`src/rtl/product_accumulator.sv`:
```
// Frame accumulator behind the Booth multiplier: saturating sum, term count and sticky
// saturation flag per in_last-delimited frame, presented over a valid/ready handshake.
module product_accumulator #(
  parameter int PROD_W    = 8,
  parameter int ACC_W     = 12,
  parameter int CNT_W     = 8,
  parameter bit SIGNED_IN = 1'b1
) (
  input  logic              clk,
  input  logic              rst_n,
  input  logic              clr,
  input  logic              in_valid,
  output logic              in_ready,
  input  logic [PROD_W-1:0] in_prod,
  input  logic              in_last,
  output logic              out_valid,
  input  logic              out_ready,
  output logic [ACC_W-1:0]  out_sum,
  output logic [CNT_W-1:0]  out_count,
  output logic              out_sat
);

  localparam logic S_ACC  = 1'b0;
  localparam logic S_HOLD = 1'b1;

  localparam logic [ACC_W-1:0] S_MAX = {1'b0, {(ACC_W-1){1'b1}}};
  localparam logic [ACC_W-1:0] S_MIN = {1'b1, {(ACC_W-1){1'b0}}};
  localparam logic [ACC_W-1:0] U_MAX = {ACC_W{1'b1}};

  logic             state;
  logic [ACC_W-1:0] acc;
  logic [CNT_W-1:0] cnt;
  logic             sat;

  logic [ACC_W-1:0] operand;
  logic [ACC_W:0]   sum_wide;
  logic [ACC_W-1:0] sum_clamped;
  logic             clamp;
  logic [CNT_W-1:0] cnt_next;
  logic             accept;

  assign in_ready  = (state == S_ACC) & ~clr;
  assign out_valid = (state == S_HOLD);
  assign accept    = in_valid & in_ready;

  // One extra bit of headroom exposes overflow before clamping.
  always_comb begin
    operand     = '0;
    sum_wide    = '0;
    clamp       = 1'b0;
    sum_clamped = '0;
    if (SIGNED_IN) begin
      operand     = {{(ACC_W-PROD_W){in_prod[PROD_W-1]}}, in_prod};
      sum_wide    = {acc[ACC_W-1], acc} + {operand[ACC_W-1], operand};
      clamp       = sum_wide[ACC_W] != sum_wide[ACC_W-1];
      sum_clamped = sum_wide[ACC_W-1:0];
      if (clamp) sum_clamped = sum_wide[ACC_W] ? S_MIN : S_MAX;
    end else begin
      operand     = {{(ACC_W-PROD_W){1'b0}}, in_prod};
      sum_wide    = {1'b0, acc} + {1'b0, operand};
      clamp       = sum_wide[ACC_W];
      sum_clamped = clamp ? U_MAX : sum_wide[ACC_W-1:0];
    end
  end

  assign cnt_next = (&cnt) ? cnt : cnt + 1'b1;

  always_ff @(posedge clk or negedge rst_n) begin
    if (!rst_n) begin
      state     <= S_ACC;
      acc       <= '0;
      cnt       <= '0;
      sat       <= 1'b0;
      out_sum   <= '0;
      out_count <= '0;
      out_sat   <= 1'b0;
    end else if (clr) begin
      // Abort drops the running frame and any held result; out_* keep stale data.
      state <= S_ACC;
      acc   <= '0;
      cnt   <= '0;
      sat   <= 1'b0;
    end else begin
      case (state)
        S_ACC: begin
          if (accept) begin
            if (in_last) begin
              out_sum   <= sum_clamped;
              out_count <= cnt_next;
              out_sat   <= sat | clamp;
              acc       <= '0;
              cnt       <= '0;
              sat       <= 1'b0;
              state     <= S_HOLD;
            end else begin
              acc <= sum_clamped;
              cnt <= cnt_next;
              sat <= sat | clamp;
            end
          end
        end
        default: begin
          if (out_ready) state <= S_ACC;
        end
      endcase
    end
  end

endmodule

```
`config.mk`:
```
export PLATFORM = sky130hd
export DESIGN_NAME = product_accumulator
export DESIGN_NICKNAME = d
export VERILOG_FILES = /design/src/rtl/product_accumulator.sv
export SDC_FILE = /design/constraint.sdc
export NUM_CORES = 1
export LEC_CHECK = 0
export BUFFER_PORTS_ARGS = -buffer_cell sky130_fd_sc_hd__buf_2
export CELL_PAD_IN_SITES_DETAIL_PLACEMENT = 0
export CELL_PAD_IN_SITES_GLOBAL_PLACEMENT = 1
export CORE_MARGIN = 10
export CORE_UTILIZATION = 39
export DETAILED_ROUTE_END_ITERATION = 7
export PLACE_DENSITY = 0.88
export SLEW_MARGIN = 30
export SYNTH_ARGS = -nofsm -noshare
export SYNTH_HDL_FRONTEND = slang
export SYNTH_SLANG_ARGS = --single-unit
```
`constraint.sdc`:
```
create_clock -name clk -period 2.6 [get_ports clk]
set_clock_uncertainty 0.15 [all_clocks]
set_input_delay 0 -clock clk [delete_from_list [all_inputs] [get_ports clk]]
set_output_delay 0 -clock clk [all_outputs]
set_load 0.05 [all_outputs]
```
## After elaboration in Yosys (flattened, before gate mapping)

Index checks and enable logic that the tools add are counted.

- Register bits: 43
- Input port bits: 14
- Output and inout bits: 23
- Word-level logic and storage cells: 40

- $add $sub $neg: 2
- Equality and inequality tests: 2
- Mux-type cells: 20
- Bitwise gates (word level): 5
- Reduce and logical (&&, ||, !) cells: 4

Operator list:

| cell | number |
|---|---|
| 12-bit 2-to-1 mux | 6 |
| 8-bit 2-to-1 mux | 5 |
| 12-bit by 8-bit adder with 13-bit output | 1 |
| 1-bit 2-to-1 mux | 9 |
| 8-bit by 1-bit adder with 8-bit output (second input constant) | 1 |
| 8-bit AND reduction | 1 |
| 4-bit AND reduction | 1 |
| 1-bit AND | 2 |
| 2-bit inequality test (second input constant) | 1 |
| 1-bit NOT | 2 |
| 2-bit AND reduction | 1 |
| 2-bit nonzero test | 1 |
| 1-bit inequality test | 1 |
| 1-bit OR | 1 |

## Longest topological paths before layout

Gate-level depths: netlist of the first run.

- Depth after elaboration: 7
- Gate-level depth with buffers: 11

## Least setup slack after synthesis of the first run

No wires, ideal clock.

- Path type: register -> register
- Start: register acc[0]
- End: register acc[4]
- Setup time: 77 ps
- Data arrival time: 2,215 ps
- Setup slack: 159 ps
- Cell stages (with the launch flop): 12
- Path buffers: 1
- Period minus slack after synthesis: 2,441 ps
- Cells stage by stage: dfrtp_1 > ha_1 > inv_1 > fa_1 > nand2b_1 > a21oi_1 > o21ai_1 > nand2_1 > a31oi_1 > buf_2 > maj3_2 > o21ai_1

- Cells in the longest elaborated chain, start to end: 7

RTL lines:

| item | line | RTL |
|---|---|---|
| from (decl) | 31 | `logic [ACC_W-1:0] acc;` |
| from (signal assigned) | 96 | `acc <= sum_clamped;` |
| 12-bit by 8-bit adder with 13-bit output (*) | 54 | `sum_wide = {acc[ACC_W-1], acc} + {operand[ACC_W-1], operand};` |
| 12-bit 2-to-1 mux or 1-bit inequality test (tied branches) | 57, 55 |  |
| 12-bit 2-to-1 mux (*) | 57 | `if (clamp) sum_clamped = sum_wide[ACC_W] ? S_MIN : S_MAX;` |
| 12-bit 2-to-1 mux (*) | 87 | `if (in_last) begin` |
| 12-bit 2-to-1 mux (*) | 86 | `if (accept) begin` |
| 12-bit 2-to-1 mux (*) | 84 | `case (state)` |
| 12-bit 2-to-1 mux (*) | 77 | `end else if (clr) begin` |

Mark *: on every way between the ends. The rest lies on a longest branch, timed or not. The select of a mux whose other input is x is not followed.
A chain may end at the register's enable or synchronous reset.

## Worst setup path in the final report of the first run

- Start: register acc[4]
- End: register out_sum[2]

- Cells in the longest elaborated chain, start to end: 3

RTL lines:

| item | line | RTL |
|---|---|---|
| 12-bit by 8-bit adder with 13-bit output (*) | 54 |  |
| 12-bit 2-to-1 mux or 1-bit inequality test (tied branches) | 57, 55 |  |
| 12-bit 2-to-1 mux (*) | 57 |  |
| to (signal assigned) | 88 | `out_sum <= sum_clamped;` |
| to (decl) | 18 | `output logic [ACC_W-1:0] out_sum,` |

Mark *: on every way between the ends. The rest lies on a longest branch, timed or not.

==> flow_summary.json, run 1 <==
{
  "power_density_nw_per_um2": 700.0,
  "hold_path_class": "primary input to async pin",
  "ir_drop_mv": 0.5303,
  "max_stage_delay_ns": 0.42,
  "initial_utilization_pct": 40.76,
  "maxSlewHeadroom_pct": 48.96,
  "period_needed_ns": 2.518,
  "crit_chain": "ha_4 -> nand3_2 -> nor4_4 -> nor2_2 -> o31ai_2 -> a311oi_2 -> buf_6 -> maj3_1 -> o21ai_0",
  "cts_tree": "done",
  "routed_wirelength_mm": 5.839,
  "crit_required_ns": 2.67,
  "cts-root-buf": "clkbuf_8",
  "yosysTopAreaCellShare_pct": 43.81,
  "critical_path.max_fanout": 12,
  "max_freq_mhz": 397.2,
  "critPathTopFamily": "adder cells",
  "die_h_um": 99.36,
  "core_region_area_um2": 6026,
  "synth_edf_count": 0,
  "synth_seq_area_share_pct": 43.81,
  "crit_type": "register to register",
  "ys.flop_type": "dfrtp_1",
  "area_growth_pct": 23.43,
  "intPower_mw": 1.295,
  "ys_ff_latch": 43,
  "io_buffers": 36,
  "slowest_stage": "dfrtp_1",
  "grt_use_total_pct": 11.74,
  "p_leak_nw": 1.392,
  "place_hpwl_mm": 4.259,
  "hold_viol_final": 0,
  "path_clk_slew_ns": 0.09,
  "fin_util_pct": 50.31,
  "grt-ovfl-total": 0,
  "post_drt_via_cell_ratio": 5.199,
  "place_inst": 378,
  "final_area_um2": 3032,
  "syn_nets": 296,
  "seqPwrFrac_pct": 37.8,
  "fin_setup_tns_ns": 0,
  "row_count": 28,
  "ys_top_cells_by_area": "dfrtp_1 (44%), nand2_1 (6.7%), ha_1 (6.6%), o21ai_0 (5.7%), maj3_2 (4.1%)",
  "period_share_pct": 96.83,
  "h-tree-depth": 2,
  "num_vias": 2038,
  "ant_nets": 0,
  "diodes": 0,
  "drv_cap": 0,
  "synth_cells": 268,
  "yosysTopAreaCell": "dfrtp_1",
  "netlist_top_cells_count": "nand2_1 (44), dfrtp_1 (43), o21ai_0 (28)",
  "dr.pass1.iters": 4,
  "grt_pass1_wl_mm": 9.694,
  "grt_pass1_vias": 2025,
  "hold_ws_ns": 0.01523,
  "synth_cell_types": 43,
  "placed_area_um2": 2769,
  "place_ws_ns": 0.02113,
  "remaining_drc_errors": 0,
  "crit_buf_inv": 1,
  "wl_per_cell_um": 14.90,
  "synthMostInstantiatedCell": "nand2_1",
  "worst_slack_ns": 0.08235,
  "critPathLaunchType": "register",
  "die_area_um2": 9872,
  "arrival_ns": 2.59,
  "setup_viol": 0,
  "place.gp.congestion": 0.7799,
  "layout-drive-gt1-share_pct": 26.18,
  "synth_area_per_cell_um2": 9.165,
  "cts_buffers": 5,
  "netSwitchingFraction_pct": 38.96,
  "max_slew.worst_pin.slew_ns": 0.7656,
  "antenna_found_initial": 0,
  "p_comb_share_pct": 37.0,
  "ff2ff_path_depth": 9,
  "ys_warn_count": 0,
  "synth_area_um2": 2456,
  "grt_start_max_net_pins": 27,
  "final_cells": 392,
  "cts.sinks": 43,
  "crit_path_end_kind": "register",
  "outcome": "completed",
  "nNetsFinal": 344,
  "clockBufferDepth": 2,
  "p_sw_mw": 0.8269,
  "initialDrtViolationCount": 65,
  "async_flop_share_pct": 100.0,
  "io_pins": 37,
  "die-width_um": 99.36,
  "timing.final.max_slew_violations": 0,
  "pwr-share-clk_pct": 25.2,
  "clk_latency_ns": 0.30,
  "path_depth": 9,
  "fillers": 589,
  "power_mw": 2.122
}
## sequential cells by signal (all words and copies together) (netlist names)
signal	count
sat	1
acc	12
out_valid	1
out_count	8
out_sat	1
out_sum	12
cnt	8
## timing repair
action,CTS,global route
hold buffers,5,0
gates resized for setup,2,17
endpoints found under the setup margin,1,21
buffers inserted,0,1
endpoints found under the hold margin,45,0
pin swaps,0,2
## layout make-up
class | instances | area [um2] | area share, %
Clock buffer | 5 | 68.82 | 2.270
Sequential cell | 43 | 1076 | 35.49
Inverter | 8 | 30.03 | 0.9905
Clock inverter | 3 | 43.79 | 1.444
Multi-Input combinational cell | 206 | 1390 | 45.85
Tap cell | 75 | 93.84 | 3.095
Timing Repair Buffer | 52 | 329.1 | 10.85
## cell families after synthesis
family          share of synthesized area [%]
fa+ha+maj                               12.38
buf+inv                                 3.311
simple gates                            14.88
compound gates                          20.12
xor+xnor                                4.636
flops                                   43.81
mux                                    0.8660
## layer usage
| metal | GRT usage [%] | vias up | share of wire, % |
|---|---|---|---|
| met3 | 3.668 | 4 | 5.3 |
| met4 | 3.308 | 0 | 0.77 |
| met5 | 0 | - | 0 |
| met2 | 18.59 | 42 | 45 |
| li1 | - | 1037 | - |
| met1 | 14.99 | 955 | 49 |
## worst paths after layout
path	start	to	slack (ns)
max	acc[4]	out_sum[2]	0.08
min in group clk	clr	acc[8]	0.02
max reg2reg	acc[4]	out_sum[2]	0.08
min	rst_n	cnt[1]	0.02
min reg2reg	out_count[2]	out_count[2]	0.33
max in group asynchronous	rst_n	acc[2]	1.80
## placed cells by master, fill, tap and decap left out, types with 3 or more instances in the layout
| cell | instances |
|---|---|
| a21oi_1 | 16 |
| a31oi_1 | 3 |
| buf_2 | 36 |
| buf_4 | 9 |
| clkbuf_8 | 5 |
| dfrtp_1 | 43 |
| dlygate4sd3_1 | 5 |
| ha_1 | 8 |
| ha_4 | 4 |
| inv_1 | 8 |
| maj3_2 | 9 |
| nand2_1 | 44 |
| nand2b_1 | 5 |
| nand3_1 | 5 |
| nor2_1 | 13 |
| nor2b_1 | 3 |
| o21ai_0 | 25 |
| o21ai_1 | 20 |
| o31ai_1 | 3 |
| xnor2_1 | 6 |
| xor2_1 | 7 |
## power groups by stage
stage / sequential (mW) / clock, mW / combinational, mW
global placement: 0.810 / 0 / 0.734
global route: 0.815 / 0.577 / 0.850
floorplan: 1.05 / 0 / 0.314
finish: 0.803 / 0.535 / 0.784
CTS: 0.803 / 0.551 / 0.760
detailed placement: 0.813 / 0 / 0.745
Note: power is estimated with default switching activity, not from simulation.
==> inputs of run 2 (changes only) <==
--- a/config.mk
+++ b/config.mk
@@ -8,7 +8,6 @@
 export BUFFER_PORTS_ARGS = -buffer_cell sky130_fd_sc_hd__buf_2
 export CELL_PAD_IN_SITES_DETAIL_PLACEMENT = 0
 export CELL_PAD_IN_SITES_GLOBAL_PLACEMENT = 1
-export CORE_MARGIN = 10
 export CORE_UTILIZATION = 39
 export DETAILED_ROUTE_END_ITERATION = 7
 export PLACE_DENSITY = 0.88
==> run 2 against run 1 <==
Non-clock buffer count rose by 1. Routed wire length fell by 5.0%. Sequential cell count did not move. Design area fell by 0.54%. Sequential power barely moved. Power fell by 5.2%. Combinational power fell by 0.5%. Via count rose by 2.2%. First-iteration DRC count rose by 48%. Clock-buffer cell count rose by 1. Critical path depth rose by 2.
==> flow_summary.json, run 2 (synthesis gave the netlist of run 1 again) <==
{
  "outcome": "completed",
  "critPathTopFamily": "adder cells",
  "core_region_area_um2": 5991,
  "grt_pass1_vias": 1987,
  "reg.largest.list": "acc (12), out_sum (12)",
  "seqPwrFrac_pct": 39.8,
  "grt_use_total_pct": 18.43,
  "maxSlewHeadroom_pct": 49.76,
  "p_sw_mw": 0.7955,
  "cpMostUsedCell": "o21ai_1",
  "ant_nets": 0,
  "pwr-share-clk_pct": 21.4,
  "grt_pass1_wl_mm": 9.232,
  "crit_chain": "ha_4 -> inv_1 -> fa_2 -> nand2b_4 -> a21oi_2 -> o21ai_1 -> nand2_1 -> a31oi_1 -> buf_4 -> maj3_1 -> o21ai_1",
  "nNetsFinal": 345,
  "crit_path_end_kind": "register",
  "place.gp.congestion": 0.8353,
  "wl_per_cell_um": 14.16,
  "grtUsageMet3_pct": 3.371,
  "p_leak_nw": 1.391,
  "power_density_nw_per_um2": 667.4,
  "met1_usage_pct": 25.18,
  "hold_viol_final": 0,
  "critical_path.max_fanout": 6,
  "initial_utilization_pct": 41.00,
  "path_clk_slew_ns": 0.08,
  "fillers": 578,
  "clk_latency_ns": 0.29,
  "place_hpwl_mm": 3.920,
  "io_pins": 37,
  "setup_viol": 0,
  "ff2ff_path_depth": 11,
  "netSwitchingFraction_pct": 39.53,
  "seqCellArea_um2": 1076,
  "crit_buf_inv": 2,
  "drv_cap": 0,
  "layout-drive-gt1-share_pct": 25.55,
  "row_count": 28,
  "remaining_drc_errors": 0,
  "h-tree-depth": 2,
  "hold-path-cell-count": 4,
  "fin_util_pct": 50.33,
  "p_comb_share_pct": 38.8,
  "cts.sinks": 43,
  "intPower_mw": 1.217,
  "slowest_stage": "dfrtp_1",
  "grt_start_max_net_pins": 44,
  "post_drt_via_cell_ratio": 5.314,
  "die_h_um": 81.36,
  "clockBufferDepth": 2,
  "dr.pass1.iters": 4,
  "initialDrtViolationCount": 96,
  "ir_drop_mv": 0.4988,
  "num_vias": 2083,
  "period_needed_ns": 2.470,
  "critPathLaunchType": "register",
  "hold_path_class": "primary input to register",
  "period_share_pct": 95.01,
  "grt.busiest_layer": "met2",
  "die-width_um": 81.36,
  "rsz0062_at_grt": "false",
  "routed_wirelength_mm": 5.549,
  "hold_ws_ns": 0.03475,
  "mostFrequentLayoutCell": "nand2_1",
  "antenna_found_initial": 0,
  "grt_util_met2_pct": 29.50,
  "crit_required_ns": 2.66,
  "area_growth_pct": 22.77,
  "multi_input_area_um2": 1389,
  "die_area_um2": 6619,
  "max_stage_delay_ns": 0.41,
  "timing.final.max_slew_violations": 0,
  "diodes": 0,
  "worst_slack_ns": 0.1297,
  "max_freq_mhz": 404.8,
  "grt-ovfl-total": 0,
  "place_ws_ns": -0.03767,
  "crit_type": "register to register",
  "arrival_ns": 2.53,
  "cts_buffers": 5,
  "cts-root-buf": "clkbuf_8",
  "cts_tree": "done",
  "io_buffers": 36,
  "path_depth": 11,
  "final_cell_mix": "nand2_1 (44), dfrtp_1 (43), buf_2 (35)",
  "max_slew.worst_pin.slew_ns": 0.7536
}
[run 2: power by group through the flow]
stage | Sequential, mW | Combinational, mW | Clock (mW)
floorplan | 1.05 | 0.314 | 0
global placement | 0.811 | 0.734 | 0
detailed placement | 0.812 | 0.742 | 0
CTS | 0.800 | 0.757 | 0.447
global route | 0.810 | 0.844 | 0.474
finish | 0.801 | 0.780 | 0.431
[run 2: worst reg2reg max path: cells and delay by family, from the launching register on]
kind	cells	cell delay [ns]
AOI/OAI and AO/OA	4	0.49
and+or+nand+nor	2	0.25
adders and majority gates	3	0.87
DFF	1	0.41
buffers and inverters	2	0.23
[run 2: cell type report]
cell class              instances  area share (%)
clock buffers                   6           2.739
clock inverters                 1          0.1660
inverters                       8          0.9959
multi-input cells             206           46.06
flip-flops and latches         43           35.68
well taps                      75           3.112
repair buffers                 53           11.24
[run 2: through the flow]
stage	TNS (ns)	total power, mW	cells	cell area, um2
floorplan	0	1.359	268	2456
global placement	0	1.545	378	2766
detailed placement	-0.03767	1.554	378	2769
CTS	0	2.005	390	2913
global route	0	2.128	392	3015
finish	0	2.012	392	3015
[run 2: repair_timing]
action	4_1_cts	5_1_grt
resized for setup	3	17
hold endpoints to repair	45	0
cloned	0	0
hold buffers	5	0
pin swaps	0	5
setup buffers	0	2
endpoints found under the setup margin	4	24
[run 2: final timing paths]
| kind | slack, ns | to | start |
|---|---|---|---|
| max in group asynchronous | 1.84 | acc[10] | rst_n |
| max | 0.13 | acc[2] | acc[0] |
| max reg2reg | 0.13 | acc[2] | acc[0] |
| min reg2reg | 0.33 | out_sum[7] | out_sum[7] |
| min in group asynchronous | 0.09 | out_count[3] | rst_n |
| min | 0.03 | cnt[5] | clr |
[run 2: per-layer routing]
| layer | up-vias | wire length [um] |
|---|---|---|
| li1 | 1036 | - |
| met1 | 992 | 2666 |
| met5 | - | 0 |
| met2 | 50 | 2582 |
| met4 | 0 | 50 |
| met3 | 5 | 249 |
